### config.mk
export PLATFORM = sky130hd
export DESIGN_NAME = ofmap_writer
export DESIGN_NICKNAME = d
export VERILOG_FILES = /design/src/rtl/ccm_pkg.sv /design/src/rtl/simple_fifo_16to32.sv /design/src/rtl/ofmap_writer.sv
export SDC_FILE = /design/constraint.sdc
export NUM_CORES = 1
export LEC_CHECK = 0
export CAP_MARGIN = 20
export CORE_MARGIN = 2
export CORE_UTILIZATION = 55
export CTS_CLUSTER_SIZE = 24
export DETAILED_ROUTE_END_ITERATION = 7
export PLACE_DENSITY = 0.85
export RECOVER_POWER = 100
export SLEW_MARGIN = 5
export SYNTH_ARGS = -nofsm -noshare
export SYNTH_HDL_FRONTEND = slang
export SYNTH_SLANG_ARGS = --single-unit
### constraint.sdc
create_clock -name clk -period 11.65 [get_ports clk]
set_input_delay 2.33 -clock clk [delete_from_list [all_inputs] [get_ports clk]]
set_output_delay 2.33 -clock clk [all_outputs]
set_load 0.1 [all_outputs]
### src/rtl/ccm_pkg.sv
// Shared CCM burst-port encodings and writer FSM states.
// Used by ofmap_writer and the kernel/fmap reader blocks.
package ccm_pkg;

  localparam int unsigned CNT_W_DEF = 24;
  localparam int unsigned MAX_BURST = 8;

  localparam logic [3:0]  MEM_CMD_IDLE = 4'h0;
  localparam int unsigned MEM_CMD_WR   = 3;

  localparam int unsigned ST_W = 3;
  localparam logic [ST_W-1:0] ST_IDLE      = 3'd0;
  localparam logic [ST_W-1:0] ST_LOAD_CFG  = 3'd1;
  localparam logic [ST_W-1:0] ST_CALC      = 3'd2;
  localparam logic [ST_W-1:0] ST_FILL      = 3'd3;
  localparam logic [ST_W-1:0] ST_GRANT_REQ = 3'd4;
  localparam logic [ST_W-1:0] ST_CMD       = 3'd5;
  localparam logic [ST_W-1:0] ST_XFER      = 3'd6;
  localparam logic [ST_W-1:0] ST_ADVANCE   = 3'd7;

  typedef enum logic [ST_W-1:0] {
    S_IDLE      = ST_IDLE,
    S_LOAD_CFG  = ST_LOAD_CFG,
    S_CALC      = ST_CALC,
    S_FILL      = ST_FILL,
    S_GRANT_REQ = ST_GRANT_REQ,
    S_CMD       = ST_CMD,
    S_XFER      = ST_XFER,
    S_ADVANCE   = ST_ADVANCE
  } state_e;

  // Write command for a burst of 'words' 32-bit beats (1..MAX_BURST)
  function automatic logic [3:0] mem_wr_cmd(input logic [3:0] words);
    logic [3:0] cmd;
    cmd             = MEM_CMD_IDLE;
    cmd[MEM_CMD_WR] = 1'b1;
    cmd[2:0]        = 3'(words - 4'd1);
    return cmd;
  endfunction

endpackage

### src/rtl/simple_fifo_16to32.sv
// Halfword-in / word-out FIFO: pairs 16-bit writes into 32-bit words
// (first halfword in [15:0]), flush pads an odd tail with zeros.
module simple_fifo_16to32
  import ccm_pkg::*;
#(
  parameter  int unsigned DEPTH = MAX_BURST,
  localparam int unsigned PTR_W = (DEPTH > 1) ? $clog2(DEPTH) : 1,
  localparam int unsigned CW    = $clog2(DEPTH + 1)
) (
  input  logic          clk,
  input  logic          rst,
  input  logic          clr_i,
  input  logic          wr_i,
  input  logic [15:0]   wr_data_i,
  input  logic          flush_i,
  input  logic          rd_i,
  output logic [31:0]   rd_data_o,
  output logic [CW-1:0] count_o
);

  logic [31:0]      mem_q [DEPTH];
  logic [PTR_W-1:0] wr_ptr_q;
  logic [PTR_W-1:0] rd_ptr_q;
  logic [CW-1:0]    count_q;
  logic [15:0]      lo_q;
  logic             half_q;

  logic             push_c;
  logic             pop_c;
  logic [31:0]      push_word_c;

  function automatic logic [PTR_W-1:0] ptr_inc(input logic [PTR_W-1:0] p);
    return (p == PTR_W'(DEPTH - 1)) ? '0 : p + PTR_W'(1);
  endfunction

  // Word completes on the second halfword or on a flush of a pending halfword
  always_comb begin
    push_c      = 1'b0;
    push_word_c = {16'h0000, lo_q};
    if (wr_i && half_q) begin
      push_c      = 1'b1;
      push_word_c = {wr_data_i, lo_q};
    end else if (flush_i && half_q && !wr_i) begin
      push_c = 1'b1;
    end
    if (count_q == CW'(DEPTH)) push_c = 1'b0;
  end

  assign pop_c     = rd_i && (count_q != '0);
  assign rd_data_o = mem_q[rd_ptr_q];
  assign count_o   = count_q;

  // Storage, pointers, pending-halfword register
  always_ff @(posedge clk) begin
    if (rst || clr_i) begin
      for (int i = 0; i < int'(DEPTH); i++) mem_q[i] <= '0;
      wr_ptr_q <= '0;
      rd_ptr_q <= '0;
      count_q  <= '0;
      lo_q     <= '0;
      half_q   <= 1'b0;
    end else begin
      if (wr_i) begin
        if (half_q) begin
          half_q <= 1'b0;
        end else begin
          lo_q   <= wr_data_i;
          half_q <= 1'b1;
        end
      end else if (flush_i) begin
        half_q <= 1'b0;
      end
      if (push_c) begin
        mem_q[wr_ptr_q] <= push_word_c;
        wr_ptr_q        <= ptr_inc(wr_ptr_q);
      end
      if (pop_c) rd_ptr_q <= ptr_inc(rd_ptr_q);
      count_q <= count_q + CW'(push_c) - CW'(pop_c);
    end
  end

endmodule

### src/rtl/ofmap_writer.sv
// Output-feature-map writer: packs 16-bit pixels into 32-bit words and
// writes them to CCM memory in bursts of up to MAX_BURST words.
// Optional build macro: OFMAP_RELU_EN (negative pixels stored as zero).
module ofmap_writer
  import ccm_pkg::*;
#(
  parameter int unsigned CNT_W = CNT_W_DEF
) (
  input  logic        clk,
  input  logic        rst,
  input  logic        op_start,
  output logic        OfmapWRWork,
  input  logic [15:0] PIX_IN,
  input  logic        PIX_VLD,
  output logic        PIX_RDY,
  input  logic [31:0] CFG_OFMAP_START_ADDR,
  input  logic [9:0]  CFG_OFMAP_SIZE,
  input  logic [9:0]  CFG_NUM_KERN,
  output logic        CCM_REQ,
  input  logic        MEM_CCM_SEL,
  output logic [31:0] MEM_ADDR,
  output logic [3:0]  MEM_CMD,
  output logic [31:0] MEM_DOUT,
  input  logic        MEM_WR_RDY,
  input  logic        MEM_FIN
);

  localparam int unsigned HW_W   = $clog2(2 * MAX_BURST + 1);
  localparam int unsigned WD_W   = $clog2(MAX_BURST + 1);
  localparam int unsigned PROD_W = 30;
  localparam logic [CNT_W-1:0] BURST_HW_MAX = CNT_W'(2 * MAX_BURST);

  state_e            state_q;
  logic [CNT_W-1:0]  left_q;
  logic [31:0]       addr_q;
  logic [HW_W-1:0]   burst_hw_q;
  logic [HW_W-1:0]   hw_cnt_q;
  logic [WD_W-1:0]   words_q;
  logic              pix_rdy_q;
  logic              ccm_req_q;
  logic              work_q;
  logic [3:0]        mem_cmd_q;

  logic [PROD_W-1:0] total_c;
  logic [HW_W-1:0]   hw_c;
  logic              pix_xfer_c;
  logic              last_pix_c;
  logic [15:0]       pix_c;
  logic              fifo_clr_c;
  logic              fifo_flush_c;
  logic              fifo_rd_c;
  logic [31:0]       fifo_head;
  logic [WD_W-1:0]   fifo_count;

  assign total_c = PROD_W'(CFG_OFMAP_SIZE) * PROD_W'(CFG_OFMAP_SIZE) * PROD_W'(CFG_NUM_KERN);
  assign hw_c    = (left_q >= BURST_HW_MAX) ? HW_W'(2 * MAX_BURST) : HW_W'(left_q);

  assign pix_xfer_c   = PIX_VLD && pix_rdy_q;
  assign last_pix_c   = pix_xfer_c && (hw_cnt_q == burst_hw_q - HW_W'(1));
  // FILL with PIX_RDY low is the one-cycle tail where an odd halfword is padded out
  assign fifo_flush_c = (state_q == S_FILL) && !pix_rdy_q;
  assign fifo_clr_c   = (state_q == S_LOAD_CFG);
  assign fifo_rd_c    = (state_q == S_XFER) && MEM_WR_RDY && (fifo_count != '0);

  // Optional ReLU on accepted pixels; timing is unaffected
  always_comb begin
    pix_c = PIX_IN;
`ifdef OFMAP_RELU_EN
    if (PIX_IN[15]) pix_c = 16'h0000;
`else
    pix_c = PIX_IN;
`endif
  end

  simple_fifo_16to32 #(
    .DEPTH (MAX_BURST)
  ) u_fifo (
    .clk       (clk),
    .rst       (rst),
    .clr_i     (fifo_clr_c),
    .wr_i      (pix_xfer_c),
    .wr_data_i (pix_c),
    .flush_i   (fifo_flush_c),
    .rd_i      (fifo_rd_c),
    .rd_data_o (fifo_head),
    .count_o   (fifo_count)
  );

  // Burst sequencer; outputs are registered alongside the state they belong to
  always_ff @(posedge clk) begin
    if (rst) begin
      state_q    <= S_IDLE;
      left_q     <= '0;
      addr_q     <= '0;
      burst_hw_q <= '0;
      hw_cnt_q   <= '0;
      words_q    <= '0;
      pix_rdy_q  <= 1'b0;
      ccm_req_q  <= 1'b0;
      mem_cmd_q  <= MEM_CMD_IDLE;
      work_q     <= 1'b0;
    end else begin
      case (state_q)
        S_IDLE: begin
          if (op_start) begin
            state_q <= S_LOAD_CFG;
            work_q  <= 1'b1;
          end
        end
        S_LOAD_CFG: begin
          left_q  <= CNT_W'(total_c);
          addr_q  <= CFG_OFMAP_START_ADDR;
          state_q <= S_CALC;
        end
        S_CALC: begin
          // An empty job is caught here, once the product has been registered
          if (left_q == '0) begin
            state_q <= S_IDLE;
            work_q  <= 1'b0;
          end else begin
            burst_hw_q <= hw_c;
            words_q    <= WD_W'((hw_c + HW_W'(1)) >> 1);
            left_q     <= left_q - CNT_W'(hw_c);
            hw_cnt_q   <= '0;
            pix_rdy_q  <= 1'b1;
            state_q    <= S_FILL;
          end
        end
        S_FILL: begin
          if (pix_rdy_q) begin
            if (pix_xfer_c) hw_cnt_q <= hw_cnt_q + HW_W'(1);
            if (last_pix_c) pix_rdy_q <= 1'b0;
          end else begin
            ccm_req_q <= 1'b1;
            mem_cmd_q <= mem_wr_cmd(4'(words_q));
            state_q   <= S_GRANT_REQ;
          end
        end
        S_GRANT_REQ: begin
          if (MEM_CCM_SEL) state_q <= S_CMD;
        end
        S_CMD: begin
          state_q <= S_XFER;
        end
        S_XFER: begin
          if (MEM_FIN) begin
            ccm_req_q <= 1'b0;
            mem_cmd_q <= MEM_CMD_IDLE;
            state_q   <= S_ADVANCE;
          end
        end
        S_ADVANCE: begin
          addr_q <= addr_q + (32'(words_q) << 2);
          if (left_q == '0) begin
            state_q <= S_IDLE;
            work_q  <= 1'b0;
          end else begin
            state_q <= S_CALC;
          end
        end
        default: begin
          state_q <= S_IDLE;
        end
      endcase
    end
  end

  assign OfmapWRWork = work_q;
  assign PIX_RDY     = pix_rdy_q;
  assign CCM_REQ     = ccm_req_q;
  assign MEM_CMD     = mem_cmd_q;
  assign MEM_ADDR    = addr_q;
  assign MEM_DOUT    = fifo_head;

endmodule

==> results.yml <==
cells_and_area:
  fin_util_pct: 65.1
  final_nets: 2938
  fin_cells: 3204
  n_antenna_cell: 0
  fin_area_mm2: 0.0288
  areaGrowthSynthToFinish_pct: 16.7
  drive_gt1_share_pct: 12.6
worst_setup_path:
  r2r-end: "u_fifo.mem_q[7][3]"
  worstRegToRegCells: 8
  start_kind: "input port"
  critPathMaxFanout: 4
  max_stage_delay_ns: 0.60
  startpoint: "CFG_OFMAP_SIZE[4]"
  cp_common_cell: "fa_1"
  rr_startpoint: "state_q[0]"
  cp.required_ns: 12.11
  cpMaxStageDelayCell: "fa_2"
  cp.arrival_ns: 11.74
  end_kind: "register"
  regToRegSetupSlack_ns: 3.69
  timing.critical_path.to: "left_q[23]"
  critical_path_class: "in -> reg"
placement:
  dp_cells: 3127
  port_buffers: 145
  gp_congestion: 0.866
  dp.final_hpwl_mm: 41.7
  postPlaceCellArea_mm2: 0.0275
synthesis:
  syn_area_per_cell_um2: 10.4
  ys_warn_count: 0
  netlist_area_mm2: 0.0247
  synth.top_cell.area_share_pct: 31.2
  yosysMostFrequentCell: "nand2_1"
  syn_inst: 2371
  synth_seq_cells: 365
  synth.top_cells.by_area: "edfxtp_1 (31%), fa_1 (14%), dfxtp_1 (8.8%)"
  synth_top_area_cell: "edfxtp_1"
  synth_edf_count: 256
  synth_nets: 2727
  ys_seq_area_share_pct: 40.0
  async_flop_share_pct: 0
  yosys-top-cells-count: "nand2_1 (275), nor2_1 (266), edfxtp_1 (256)"
  ys.flop_type: "edfxtp_1"
  synth.distinct_cells: 71
cts:
  cts_root_buf: "clkbuf_16"
  cts_buffer_depth: 3
  htree_levels: 2
  cts_tree: "done"
  cts_hold_buf: 0
  cts_buffers: 38
  clk_latency_ns: 0.55
  numClockSinks: 365
  clk_pin_slew_ns: 0.05
global_route:
  first_global_vias: 20215
  grt_start_max_net_pins: 84
  antenna_found_initial: 1
  track_usage_pct: 27.3
  grt_overflow: 0
  grt_pass1_wl_mm: 102
floorplan:
  initial_core_util_pct: 55.8
  die_height_um: 216
  io_pins: 146
  die_x_um: 216
  dieArea_mm2: 0.0465
  rows: 77
  core_mm2: 0.0442
timing:
  tightestPinTransition_ns: 4.06
  hold_violations: 0
  slew_viol_final: 446
  period_needed_ns: 11.28
  fin_crit_sh_pct: 96.8
  fmax_mhz: 88.7
  max_slew_margin_pct: -171
  setup_viol: 0
  clock-skew-final_ns: 0.0258
detailed_routing:
  drc: 0
  drt_first_pass_iters: 8
  wirelength_mm: 62.2
  ant_nets: 0
  via_count: 18912
  vias_per_cell: 5.90
  drt-initial-drc-count: 1631
  wl_per_cell_um: 19.4
run_status:
  outcome: "finished, violations left"
  failed_checks: "max-capacitance violations, max-slew violations"
job:
  drv_cap: 12
worst_hold_path:
  hp-class: "reg -> reg"
[flip-flops by register name, indices dropped and copies added, names as in the netlist, named ones only]
name / count
PIX_RDY: 1
MEM_ADDR: 32
u_fifo.count_o: 4
MEM_CMD: 3
CCM_REQ: 1
u_fifo.rd_ptr_q: 3
hw_cnt_q: 5
u_fifo.half_q: 1
u_fifo.mem_q: 256
u_fifo.wr_ptr_q: 3
words_q: 4
left_q: 24
state_q: 3
burst_hw_q: 5
u_fifo.lo_q: 16
OfmapWRWork: 1
[per-stage QoR]
step / setup TNS (ns) / setup slack [ns] / hold slack, ns
2_1_floorplan: 0 / 0.0288 / 0.445
3_3_place_gp: -0.525 / -0.474 / 0.443
3_5_place_dp: -1.36 / -0.706 / 0.450
4_1_cts: 0 / 0.0189 / 0.455
5_1_grt: -0.0590 / -0.0590 / 0.476
6_report: 0 / 0.371 / 0.449
[critical path: cells and delay by family]
| family | cells | cell delay [ns] |
|---|---|---|
| and+or+nand+nor | 4 | 0.90 |
| adders and majority gates | 12 | 5.35 |
| AOI/OAI and AO/OA | 8 | 1.49 |
| xor gates and xnor gates | 4 | 0.99 |
| buffers and inverters | 7 | 0.68 |
[area by class of cell]
class	instances	area (µm²)
well taps	592	741
inverters	215	807
clock inverters	14	180
clock buffers	56	1030
fillers	3208	15400
flip-flops and latches	365	9870
multi-input cells	1666	13600
repair buffers	296	2510
[cells in the final DEF, fill, tap and decap left out, types with 16 or more instances in the layout]
cell / count
and2_0: 21
a21oi_1: 104
and2_1: 109
mux2_2: 34
nor2_1: 265
o21ai_0: 62
nor3_1: 39
and3_1: 112
fa_1: 166
xor2_1: 21
inv_1: 214
dfxtp_1: 107
nand2_1: 273
xnor2_1: 32
clkbuf_1: 35
ha_1: 109
clkbuf_16: 38
buf_4: 130
mux4_2: 64
edfxtp_1: 256
dlygate4sd3_1: 73
nand3_1: 25
nor2b_1: 17
clkdlybuf4s50_1: 61
a211oi_1: 16
a21o_1: 19
[cells by family (layout without fill, tap and decap cells)]
family	after synthesis	in the layout	share of synthesized area [%]
AND/OR/NAND/NOR	921	921	17.6
flip-flops	365	365	40.0
buffers and inverters	340	581	5.20
AO/OA/AOI/OAI	295	295	7.55
adder cells (fa/ha/maj)	281	281	19.4
multiplexers	107	107	7.76
XOR/XNOR	61	61	2.36
other	1	1	0.0152
[metal layers]
layer  GRT usage, %  vias up  routed length (µm)
met2           49.0      869               32000
met5              0        -                  13
met1           32.7     9307               23000
li1               -     8545                   -
met4           9.79        2                2190
met3           4.99      189                5070
[repair_timing]
item,4_1_cts,5_1_grt
resized for setup,10,31
pin swaps,3,22
buffers inserted,1,5
setup endpoints to repair,1,1
[how the worst min path moves through the flow]
stage                start     endpoint  depth (start not counted)
2_1_floorplan   left_q[10]   left_q[10]                          2
3_3_place_gp   MEM_ADDR[1]  MEM_ADDR[1]                          2
3_5_place_dp   MEM_ADDR[0]  MEM_ADDR[0]                          2
4_1_cts        MEM_ADDR[0]  MEM_ADDR[0]                          2
5_1_grt        MEM_ADDR[0]  MEM_ADDR[0]                          2
6_report       MEM_ADDR[0]  MEM_ADDR[0]                          2
Power is not shown: default switching activity piles up to over one toggle a cycle in this logic, so the estimate is an artifact.
==> patch 1: new RTL, same settings <==
Reset style: asynchronous (`rst`), changed in one clocked block.
--- a/src/rtl/ofmap_writer.sv
+++ b/src/rtl/ofmap_writer.sv
@@ -87,7 +87,7 @@
   );
 
   // Burst sequencer; outputs are registered alongside the state they belong to
-  always_ff @(posedge clk) begin
+  always_ff @(posedge clk or posedge rst) begin
     if (rst) begin
       state_q    <= S_IDLE;
       left_q     <= '0;
Formal check against the unedited RTL: differs if rst is asserted again (counterexample within 4 cycles, from zero or initial values and one cycle with rst high); with rst held inactive, the same outputs for 4 cycles.
==> patch 1 against the unedited design <==
  * The run ends with DRC, capacitance limit, slew limit left
  * Worst hold slack better by 0.029 ns
  * Sequential share of layout area up 1.7 points
  * Setup slack better by 0.11 ns
  * Synthesized area about the same
  * Cell area down 0.93%
  * Critical path depth up 3
  * Sequential cell count unchanged
  * Via count down 3.0%
  * Routed wire length down 2.5%
  * Global-route usage down 0.91 points
  * Critical path type unchanged
Power is not shown: default switching activity piles up to over one toggle a cycle in this logic, so the estimate is an artifact.
==> patch 1: results (changes against the unedited design) <==
metric,value,unit,change
Hold Crit Endpoint,MEM_ADDR[0],,
failing checks,"DRC, capacitance limit, slew limit",,
asr flop ratio synth,21.6,%,+22 points
vias in the first global route,19200,,-5.0%
largest net degree at the start of global routing,79,,-6.0%
first-pass GRT wire length,98200,um,-3.5%
Worst Max-Slew Pin Slew,4.13,ns,+0.0706 ns
initial drt markers,1758,,+7.8%
overall routed net length,60600,um,-2.5%
Reg2Reg Capture Point,u_fifo.mem_q[0][9],,
worst path arrival time,11.63,ns,-0.11 ns
Final Slew Violations,379,,-15%
crit-path max FO,6,,+2
Area contributors post-synth,"edfxtp_1, fa_1, dfrtp_1",,
startpoint of the worst hold path,MEM_ADDR[0],,
# fillers,3182,,-0.81%
vias per cell,5.91,,+0.12%
MaxCap Viol Count,9,,-3
R2R depth,9,,+1
drt first pass iters,8,,unchanged
skew final,0.0189,ns,-0.00688 ns
setup bufs post-CTS,0,,-1
initial antenna violation count,3,,+2
met2 usage,47.9,%,-1.1 points
syn nets,2654,,-2.7%
r2r setup slk,3.92,ns,+0.23 ns
Fin. Hold Viols,0,,unchanged
status,finished with violations,,
Synth warnings,0,,unchanged
critical path class,input port to register,,
M1 GR Usage,31.9,%,-0.85 points
share of layout cells above drive strength 1,11.0,%,-1.7 points
Post-synth top cells,"nand2_1, edfxtp_1, inv_1",,
Post-DP HPWL,41300,um,-0.85%
library cells used by synthesis,73,,+2.8%
gr usage total,26.3,%,-0.91 points
CTS Buffer Depth,3,,unchanged
nets,2835,,-3.5%
sequential share of the synthesized area,41.6,%,+1.6 points
Skew-Pair Late Insertion Delay,0.55,ns,about the same
GR Layer Usage met3,3.38,%,-1.6 points
DR DRC count,2,,+2
"Reg clk slew, reported paths",0.06,ns,
IO buf count,145,,unchanged
routability cong.,0.899,,+3.8%
worst r2r src,state_q[2],,
==> patch 1: cells by family (layout without fill, tap and decap cells) <==
logic type,count (synthesis),after routing,share of synthesized area (%)
compound gates,275,275,6.97
xor+xnor,64,64,2.44
fa+ha+maj,281,281,19.4
buf+inv,349,560,5.34
flops,365,365,41.6
mux,101,101,7.52
other cells,1,3,0.0152
simple gates,862,862,16.7
==> patch 1: stage by stage <==
stage	std cells	TNS, ns	area, um2	hold slack, ns	setup WS, ns
2_1_floorplan	2298	0	24700	0.454	0.270
3_3_place_gp	3027	-0.126	27200	0.459	-0.126
6_report	3103	0	28500	0.479	0.478
3_5_place_dp	3027	-1.52	27200	0.470	-0.316
5_1_grt	3103	-0.00304	28500	0.520	-0.00304
4_1_cts	3097	0	28500	0.485	0.241
==> patch 1: cell type report <==
| cell class | instances | area (um2) | area share [%] |
|---|---|---|---|
| well taps | 592 | 741 | 2.60 |
| clock buffers | 53 | 1070 | 3.74 |
| flip-flops and latches | 365 | 10300 | 36.0 |
| repair buffers | 255 | 2220 | 7.80 |
| clock inverters | 17 | 186 | 0.654 |
| inverters | 235 | 883 | 3.10 |
| multi-input cells | 1584 | 13100 | 46.1 |
| diodes | 2 | 5.00 | 0.0175 |
==> patch 1: worst max path at each step <==
stage	slack [ns]	from	end	depth (start not counted)
2_1_floorplan	0.27	CFG_OFMAP_SIZE[9]	left_q[23]	36
3_3_place_gp	-0.13	CFG_OFMAP_SIZE[1]	left_q[23]	36
3_5_place_dp	-0.32	CFG_OFMAP_SIZE[1]	left_q[23]	36
4_1_cts	0.24	CFG_OFMAP_SIZE[1]	left_q[23]	36
5_1_grt	-0.003	CFG_OFMAP_SIZE[0]	left_q[23]	38
6_report	0.48	CFG_OFMAP_SIZE[0]	left_q[23]	38
==> patch 1: metal layers <==
metal,part of all wire [%],routed length (um)
met5,0,0
met4,3.7,2250
met3,6.8,4130
met2,53,32100
met1,37,22200
==> patch 1: repair_timing <==
item,CTS,global route
resized for setup,0,19
setup endpoints to repair,0,8
hold buffers,0,0
==> patch 1: worst reg2reg max path: stages, from the launching register on <==
cell	delay, ns
dfrtp_1	0.64
nor2_1	0.13
nand2_1	0.10
buf_4	0.33
nand2_1	0.67
nor3_1	0.34
clkbuf_1	1.61
nand2_1	1.20
nand2_1	0.72
clkbuf_1	1.55
==> patch 2: new RTL, config.mk and constraints unchanged <==
Made on the original files. The package constant `MAX_BURST` goes from 8 to 4.
--- a/src/rtl/ccm_pkg.sv
+++ b/src/rtl/ccm_pkg.sv
@@ -3,7 +3,7 @@
 package ccm_pkg;
 
   localparam int unsigned CNT_W_DEF = 24;
-  localparam int unsigned MAX_BURST = 8;
+  localparam int unsigned MAX_BURST = 4;
 
   localparam logic [3:0]  MEM_CMD_IDLE = 4'h0;
   localparam int unsigned MEM_CMD_WR   = 3;
Formal check against the unedited RTL: no difference found for any inputs over 4 cycles, from zero or initial values and one cycle with rst high; that may be too few to reach the edited logic, so the function may still have changed.
==> patch 2 against the unedited design <==
  * The run still ends with capacitance limit, slew limit left
  * Critical endpoint is now left_q[20]
  * Setup slack improved by 0.075 ns
  * Worst hold slack better by 0.0014 ns
  * Sequential share of layout area down 7.5 points
  * Routed wire length shrank 27%
  * Synthesized area shrank 25%
  * Largest cell class unchanged
  * Cell count decreased by 18%
  * Count of clock-buffer cells in the layout fell by 26
  * Sequential cell count fell by 135
  * Cell area decreased by 24%
  * Via count down 22%
Power is not shown: default switching activity piles up to over one toggle a cycle in this logic, so the estimate is an artifact.
==> patch 2: results (changes against the unedited design) <==
metric,value,unit,change
"Largest stage delay, worst path",0.57,ns,-0.03 ns
Skew-Pair Late Insertion Delay,0.53,ns,-0.02 ns
gr usage total,26.7,%,-0.57 points
worst path arrival time,11.57,ns,-0.17 ns
proportion of synthesized area in mux cells,4.11,%,-3.7 points
H-tree depth,1,,-1
failing checks,"capacitance limit, slew limit",,
initial antenna violation count,0,,-1
Top Metal Used,met4,,
share of layout cells above drive strength 1,10.4,%,-2.2 points
Routed WL per cell,17.4,um,-10%
largest net degree at the start of global routing,80,,-4.8%
DP Worst Slack,-0.720,ns,-0.0141 ns
DR WL met3,2470,um,-51%
via count,14800,,-22%
syn nets,2289,,-16%
adder-cell area share of the yosys netlist,25.4,%,+6.0 points
CTS buffer count,24,,-37%
MaxCap Viol Count,7,,-5
cell count after synthesis,1940,,-18%
crit path from,CFG_OFMAP_SIZE[8],,
status,finished with violations,,
sequential share of the synthesized area,31.8,%,-8.3 points
Area contributors post-synth,"edfxtp_1, fa_1, dfxtp_1",,
Post-synth top cells,"nand2_1, inv_1, and2_1",,
drt first pass iters,6,,-2
Post-DP HPWL,33100,um,-21%
initial drt markers,1335,,-18%
CP max-delay cell,fa_1,,
Synth Area in Compound Gates,9.88,%,+2.3 points
library cells used by synthesis,74,,+4.2%
xor and xnor fraction of the mapped netlist area,2.95,%,+0.59 points
vias per cell,5.66,,-4.2%
max reg flops,128,,-50%
routability cong.,0.884,,+2.0%
Final Slew Violations,185,,-59%
Worst Max-Slew Pin Slew,2.21,ns,-1.85 ns
first-pass GRT wire length,77400,um,-24%
skew final,0.0234,ns,-0.00239 ns
Post-synth EDFFs,128,,-50%
vias in the first global route,16100,,-21%
Post-Place Cells,2569,,-18%
nets,2499,,-15%
WL met2,23900,um,-25%
metal1 wirelength,18000,um,-22%
-- patch 2: stage by stage --
stage	hold WS, ns	instance area [um2]
6_report	0.451	22000
5_1_grt	0.487	22000
4_1_cts	0.458	22000
3_5_place_dp	0.450	21200
3_3_place_gp	0.444	21200
2_1_floorplan	0.453	18500
-- patch 2: what timing repair did --
item,CTS,global route
resized for setup,4,30
pin swaps,0,10
setup buffers,0,3
hold endpoints to repair,0,0
setup endpoints to repair,4,9
-- patch 2: area by class of cell --
class,instances,area [um2]
Inverter,241,905
Antenna cell,1,2.50
Tap cell,448,561
Timing Repair Buffer,268,2340
Sequential cell,230,5890
Multi-Input combinational cell,1385,11500
Clock buffer,30,643
Clock inverter,14,163
Fill cell,2564,11400
-- patch 2: kinds of logic (layout without fill, tap and decap cells) --
family,after synthesis,count (layout)
buffers and inverters,325,553
and+or+nand+nor,727,727
muxes,36,36
xor gates and xnor gates,60,60
other,1,2
AOI/OAI and AO/OA,287,287
adders and majority gates,274,274
DFF,230,230
-- patch 2: per-layer routing --
metal / up-vias / track usage [%]
met4: 0 / 8.12
li1: 6881 / -
met1: 7280 / 32.4
met2: 530 / 49.6
met5: - / 0
met3: 113 / 3.18
-- patch 2: worst reg2reg max path: cells and delay by family, from the launching register on --
family	cells	cell delay [ns]
buffers and inverters	2	1.65
DFF	1	0.59
and+or+nand+nor	6	2.56
-- patch 2: worst paths after layout --
path | to | slack (ns) | cells after the start
worst min-delay path | MEM_ADDR[0] | 0.45 | 2
worst max register to register | u_fifo.mem_q[1][30] | 6.42 | 8
worst min register to register | MEM_ADDR[0] | 0.45 | 2
worst max-delay path | left_q[20] | 0.45 | 37
